===== src/rtl/line_framer.sv =====
// Frames CCD scan lines for the USB TX path: header (sync, line number, pixel
// count), payload pixels, then a 16-bit checksum trailer.
module line_framer #(
  parameter int unsigned PIX_PER_LINE = 3648,
  parameter logic [15:0] SYNC_WORD    = 16'hA55A
) (
  input  logic        clk,
  input  logic        rst,
  input  logic        en,
  input  logic        pix_valid,
  input  logic        pix_sol,
  input  logic [15:0] pix_data,
  input  logic [15:0] tx_space,
  output logic        tx_valid,
  output logic [15:0] tx_data,
  output logic [15:0] line_cnt,
  output logic [15:0] drop_cnt,
  output logic        err_short,
  output logic [2:0]  dbg_state
);

  // Handshake: pix_valid and tx_valid are single-cycle strobes with no ready;
  // a line is only admitted when tx_space guarantees the whole frame fits.

  typedef enum logic [2:0] {
    IDLE     = 3'd0,
    HDR_SYNC = 3'd1,
    HDR_LINE = 3'd2,
    HDR_CNT  = 3'd3,
    PIX0     = 3'd4,
    STREAM   = 3'd5,
    TRAILER  = 3'd6,
    SKIP     = 3'd7
  } state_t;

  localparam logic [16:0] NEED_SPACE = 17'(PIX_PER_LINE + 4);
  localparam logic [15:0] PPL        = 16'(PIX_PER_LINE);

  state_t      state_q;
  logic        tx_valid_q;
  logic [15:0] tx_data_q;
  logic [15:0] line_cnt_q;
  logic [15:0] drop_cnt_q;
  logic        err_short_q;
  logic [15:0] sum_q;
  logic [15:0] pcount_q;
  logic [15:0] hold_q;

  logic        sol_d;
  logic        pix_d;
  logic        admit_d;
  logic [15:0] sum_d;
  logic [15:0] drop_inc_d;

  always_comb begin
    sol_d      = pix_valid & pix_sol;
    pix_d      = pix_valid & ~pix_sol;
    admit_d    = en && ({1'b0, tx_space} >= NEED_SPACE);
    sum_d      = sum_q + pix_data;
    drop_inc_d = (drop_cnt_q == 16'hFFFF) ? drop_cnt_q : drop_cnt_q + 16'd1;
  end

  // The state names the word currently on tx_data; each word is registered
  // at the edge that leaves the previous state.
  always_ff @(posedge clk) begin
    if (rst) begin
      state_q     <= IDLE;
      tx_valid_q  <= 1'b0;
      tx_data_q   <= 16'd0;
      line_cnt_q  <= 16'd0;
      drop_cnt_q  <= 16'd0;
      err_short_q <= 1'b0;
      sum_q       <= 16'd0;
      pcount_q    <= 16'd0;
      hold_q      <= 16'd0;
    end else begin
      tx_valid_q <= 1'b0;
      case (state_q)
        IDLE, SKIP: begin
          if (sol_d) begin
            if (admit_d) begin
              hold_q     <= pix_data;
              sum_q      <= pix_data;
              pcount_q   <= 16'd1;
              line_cnt_q <= line_cnt_q + 16'd1;
              tx_valid_q <= 1'b1;
              tx_data_q  <= SYNC_WORD;
              state_q    <= HDR_SYNC;
            end else begin
              drop_cnt_q <= drop_inc_d;
              state_q    <= SKIP;
            end
          end
        end
        HDR_SYNC: begin
          // line_cnt already advanced on admission; the header carries the old value
          tx_valid_q <= 1'b1;
          tx_data_q  <= line_cnt_q - 16'd1;
          state_q    <= HDR_LINE;
        end
        HDR_LINE: begin
          tx_valid_q <= 1'b1;
          tx_data_q  <= PPL;
          state_q    <= HDR_CNT;
        end
        HDR_CNT: begin
          tx_valid_q <= 1'b1;
          tx_data_q  <= hold_q;
          state_q    <= PIX0;
        end
        PIX0: begin
          if (PPL == 16'd1) begin
            tx_valid_q <= 1'b1;
            tx_data_q  <= sum_q;
            state_q    <= TRAILER;
          end else begin
            state_q <= STREAM;
          end
        end
        STREAM: begin
          if (pcount_q == PPL) begin
            tx_valid_q <= 1'b1;
            tx_data_q  <= sum_q;
            state_q    <= TRAILER;
          end else if (pix_d) begin
            tx_valid_q <= 1'b1;
            tx_data_q  <= pix_data;
            sum_q      <= sum_d;
            pcount_q   <= pcount_q + 16'd1;
          end else if (sol_d) begin
            // Short line: close it with an inverted checksum and drop the new line
            err_short_q <= 1'b1;
            drop_cnt_q  <= drop_inc_d;
            tx_valid_q  <= 1'b1;
            tx_data_q   <= ~sum_q;
            state_q     <= TRAILER;
          end
        end
        TRAILER: begin
          state_q <= IDLE;
        end
        default: begin
          state_q <= IDLE;
        end
      endcase
    end
  end

  assign tx_valid  = tx_valid_q;
  assign tx_data   = tx_data_q;
  assign line_cnt  = line_cnt_q;
  assign drop_cnt  = drop_cnt_q;
  assign err_short = err_short_q;
  assign dbg_state = state_q;

endmodule


===== config.mk =====
export PLATFORM = sky130hd
export DESIGN_NAME = line_framer
export DESIGN_NICKNAME = d
export VERILOG_FILES = /design/src/rtl/line_framer.sv
export SDC_FILE = /design/constraint.sdc
export NUM_CORES = 1
export LEC_CHECK = 0
export BUFFER_PORTS_ARGS = -buffer_cell sky130_fd_sc_hd__clkbuf_2
export CAP_MARGIN = 20
export CORE_UTILIZATION = 54
export CTS_BUF_LIST = sky130_fd_sc_hd__clkbuf_2
export DETAILED_ROUTE_END_ITERATION = 10
export MAX_ROUTING_LAYER = met4
export PLACE_DENSITY_LB_ADDON = 0.2
export SLEW_MARGIN = 5
export SYNTH_ARGS = -nofsm -noshare
export SYNTH_HDL_FRONTEND = slang
export SYNTH_SLANG_ARGS = --single-unit

===== constraint.sdc =====
create_clock -name clk -period 2 [get_ports clk]
set_input_delay 0.3 -clock clk [delete_from_list [all_inputs] [get_ports clk]]
set_output_delay 0.3 -clock clk [all_outputs]
set_load 0.1 [all_outputs]

Word-level counts from Yosys, hierarchy flattened
Index checks and enable logic that the tools add are counted.
Operators by class
  add/subtract/negate cells: 5
  $lt $le $gt $ge: 1
  equality and inequality tests: 19
  mux-type cells: 35
  bitwise operators: 6
  reductions and logical operators: 12
Operators by type and width (number)
  $mux 16: 19
  $pmux 16 s2: 3
  $pmux 16 s5: 1
  $add 16x1->16 const B: 3
  $pmux 3 s7: 1
  $add 16x16->16: 1
  $eq 16x12->1 const B: 1
  $eq 16x16->1 const B: 1
  $ge 16x12->1 const B: 1
  $not 16->16: 1
  $sub 16x1->16 const B: 1
  $mux 3: 5
  $ne 2x2->1 const B: 7
  $eq 3x3->1 const B: 4
  $reduce_and 4->1: 2
  $eq 3x2->1 const B: 2
  $ne 3x3->1 const B: 2
  $reduce_and 3->1: 2
  $reduce_and 6->1: 1
  $mux 1: 5
  $reduce_and 5->1: 1
  $reduce_bool 5->1: 1
  $ne 4x4->1 const B: 1
  $eq 3x1->1 const B: 1
  8 further kinds: 11
Storage, ports and cells
  bits in registers: 101
  bits of input ports: 37
  logic and storage cells: 87

Depth between registers and ports, before layout
  word-level depth: 6
  gate-level depth with buffers: 10
  gate-level depth less buffers: 9

Least setup slack after synthesis
OpenSTA, ideal clock, no wires.
  path type: reg-to-reg
  start point: register state_q[0] (netlist: dbg_state[0])
  end point: register tx_data_q[10] (netlist: tx_data[10])
  arrival time: 2635 ps
  setup slack: -754 ps
  stages on the path, launching flop included: 8
  buffers on the path: 2
  period minus slack after synthesis: 2754 ps
  cells stage by stage: dfxtp_1 -> buf_2 -> nor2b_1 -> nand2_1 -> o311ai_1 -> nor2_1 -> buf_2 -> o221a_2
On the way
  cells in the longest elaborated chain, start to end: 4
  elaborated cells on any way between the ends: 13
  classes of those cells: eq/ne: 8; mux: 1; reduce/logical: 4
RTL lines
  from (decl): line 39  | state_t state_q;
  from (signal assigned): line 67  | state_q <= IDLE;
  from (signal assigned): line 88  | state_q <= HDR_SYNC;
  from (signal assigned): line 91  | state_q <= SKIP;
  $eq 3x3->1 / $logic_not 3->1 (equally long branches): line 78  | case (state_q)
  $reduce_or 2->1: line 78
  $reduce_bool 5->1 (no source line) / $ne 2x2->1 (equally long branches)
  $reduce_and 4->1 (no source line)
  to (signal assigned): line 98  | tx_data_q <= line_cnt_q - 16'd1;
  to (signal assigned): line 108  | tx_data_q <= hold_q;
  to (signal assigned): line 114  | tx_data_q <= sum_q;
  to (decl): line 41  | logic [15:0] tx_data_q;
Several ways; a longest one is shown, not always the timed one.
A chain may end at the register's enable or synchronous reset.

Worst setup path after layout
  start point: register sum_q[0]
  end point: register sum_q[6]
On the way
  cells in the longest elaborated chain, start to end: 4
RTL lines
  from (decl): line 45  | logic [15:0] sum_q;
  from (signal assigned): line 83  | sum_q <= pix_data;
  from (signal assigned): line 128  | sum_q <= sum_d;
  $add 16x16->16: line 59  | sum_d = sum_q + pix_data;
  $mux 16: line 125  | end else if (pix_d) begin
  $mux 16: line 121  | if (pcount_q == PPL) begin
  $pmux 16 s2: line 78
No other way between the ends. The select of a mux whose other input is x is not followed.

==> reports/summary.txt <==
Seq pwr share: 38.8%
Sw Share: 41.53%
Setup Skew: 0.05663 ns
worst path arrival time: 2.94 ns
Slew headroom: 60.18%
Max Cap Violations: 0
Die ar.: 12190 um^2
Clk pwr share: 21.1%
asr flop ratio synth: 0%
Seq cells post-synth: 101
proportion of synthesized area in mux cells: 0.7886%
fillers: 674
Starting Density: 55.58%
wire length per cell: 20.88 um
Mapped Area: 6346 um^2
port bufs: 87
post-synthesis sequential area ratio: 31.86%
clock latency on the worst-skew pair: 0.66 ns
post-synthesis compound-gate area fraction: 26.32%
Synth Area in Adders: 4.259%
vias in the first global route: 7168
commonest non-fill, non-tap cell in the layout: buf_4
Final Critical Period: 2.324 ns
cts bufs inserted: 9
total chip power: 5.682 mW
die height: 110.4 um
post-synthesis xor/xnor area fraction: 6.349%
P_sw: 2.360 mW
fin. max-slew vios: 0
fmax: 0.4303 GHz
Core Region: 11420 um^2
syn avg cell area: 7.739 um^2
Clock Tree Buf Depth: 2
CP endpoint kind: flop
Root Driver: clkbuf_2
initial antenna violation count: 1
internal power: 3.322 mW
highest-count cells in the layout ignoring fill and taps: buf_4 (127), clkbuf_2 (93), nand2_1 (88), nor2_1 (76)
Final WS setup: -0.3238 ns
H-tree levels: 3
# rows: 39
Yosys cell types: 74
Hold Path Class: input port to flop
Post-synth EDFFs: 0
Final Setup Violations: 57
Reg clk slew, reported paths: 0.32 ns
Most used DFF post-synth: dfxtp_1
unrepaired setup endpoints after global routing: true
hpwl dp: 14.70 mm
total track usage: 36.50%
I/O pins: 90
Placer Congestion: 0.9311
Overflow after GRT: 0
failing checks: setup timing
share of layout cells above drive strength 1: 43.38%
LEAKAGE: 3.521 nW
PwrDens: 604.1 nW/um^2
largest family of logic cells by synthesized area: compound AO/OA/AOI/OAI gates
CP Cell Sequence: ha_4, inv_2, fa_2, nor2b_2, o31a_1, buf_4, buf_6, o21ai_4, a211oi_4, a2111oi_4, nor3_1
Critical Path Fanout Max: 4
Final Cycle Share: 116.2%
chip width: 110.4 um
CTS tree: yes
Worst-Margin Slew: 0.5959 ns
slowest CP cell: dfxtp_2
type of the worst setup path: flop to flop
highest ir drop seen on vdd: 0.6044 mV
largest net degree at the start of global routing: 73
final hold violations: 0
synthesis-to-layout area growth: 48.21%
cell count after synthesis: 820
Via Count: 7730
NumNets Final: 1088
Yosys warning total: 0
Worst setup SP type: flop
clk sink count: 101
CP required: 2.62 ns
status: finished, violations left
area share of and/or/nand/nor cells after synthesis: 25.28%
DRC violations left: 0
TritonRoute pass-1 iters: 6
Syn Nets: 878
worst slack, placed: -0.3633 ns
number of vias per cell: 6.556
Comb power frac: 40.1%
Final ANT Viol Nets: 0
global-route wire length before repair: 35.32 mm
worst stage delay on the critical path: 0.43 ns
DRC marker count from the first detailed-route iteration: 874
total wire length: 24.61 mm
cells by family after synthesis:
kind of cell	count (synthesis)
flops	101
xor+xnor	46
buf+inv	81
simple gates	325
compound gates	241
mux	5
fa+ha+maj	21
power by group through the flow:
stage	Clock, mW	Combinational, mW	Sequential [mW]
2_1_floorplan	0	0.770	2.73
3_3_place_gp	0	1.81	2.22
3_5_place_dp	0	1.84	2.23
4_1_cts	1.18	2.06	2.20
5_1_grt	1.27	2.38	2.22
6_report	1.20	2.28	2.21
timing repair:
item,4_1_cts,5_1_grt
cloned,6,1
endpoints found under the setup margin,60,65
setup buffers,22,13
endpoints found under the hold margin,8,0
pin swaps,52,63
hold buffers,8,0
gates resized for setup,107,106
registers in the layout (all words and copies together), names as in the netlist:
register	flops
err_short	1
dbg_state	3
tx_valid	1
tx_data	16
sum_q	16
hold_q	16
line_cnt	16
drop_cnt	16
pcount_q	16
synth_stat cells (all sizes together), types with 13 or more instances:
library cell,n,share of area [%]
buf,19,1.5
clkbuf,37,2.2
ha,20,3.9
xnor2,39,5.4
nor2,84,5.0
o21ai,43,3.4
a21oi,70,5.6
nand4,13,1.3
nor3,37,3.0
nand2,94,5.6
nand3,29,2.3
dfxtp,101,32
and3,14,1.4
inv,25,1.5
a211oi,26,3.3
cell type report:
class                           count  area (um^2)  area share (%)
Multi-Input combinational cell    639         4923           52.35
Tap cell                          143        178.9           1.902
Clock inverter                      7        97.59           1.038
Timing Repair Buffer              254         1931           20.53
Antenna cell                        1        2.502         0.02661
Clock buffer                        9        45.04          0.4789
Sequential cell                   101         2133           22.68
Inverter                           25        93.84          0.9977
per-layer routing:
layer | part of all wire [%] | vias to the layer above | global-route usage [%] | wire length [um]
li1 | - | 3452 | - | -
met1 | 38 | 3627 | 41.95 | 9260
met2 | 48 | 506 | 60.00 | 11770
met3 | 8.4 | 145 | 5.049 | 2057
met4 | 6.2 | 0 | 22.93 | 1523
met5 | 0 | - | - | 0
stage by stage:
step	TNS, ns	area, um^2	hold slack [ns]	utilization, %	instances
after global routing	-11.61	9405	-0.01569	82.37	1179
after detailed placement	-8.308	7895	0.4453	69.14	1117
after global placement	-5.181	7895	0.4427	69.14	1117
after floorplan	-0.9855	6560	0.4276	-	820
after CTS	-2.519	8877	0.005937	77.74	1168
final	-8.315	9405	0.0002786	82.37	1179
worst max-delay path: cells and delay by family, from the launching register on:
kind	cells	cell delay, ns
compound gates	4	0.75
fa+ha+maj	2	0.49
buf+inv	3	0.33
flops	1	0.43
simple gates	2	0.29
path summary, 6_finish.rpt:
kind                            from                 endpoint  slack [ns]  cells after the start
max            sum_q[0]$_SDFFE_PP0P_    sum_q[6]$_SDFFE_PP0P_       -0.32                     11
min reg2reg  hold_q[10]$_SDFFE_PP0P_  hold_q[10]$_SDFFE_PP0P_        0.47                      2
max reg2reg    sum_q[0]$_SDFFE_PP0P_    sum_q[6]$_SDFFE_PP0P_       -0.32                     11
min                      pix_data[7]   hold_q[7]$_SDFFE_PP0P_      0.0003                      4
Note: power is estimated with default switching activity, not from simulation.
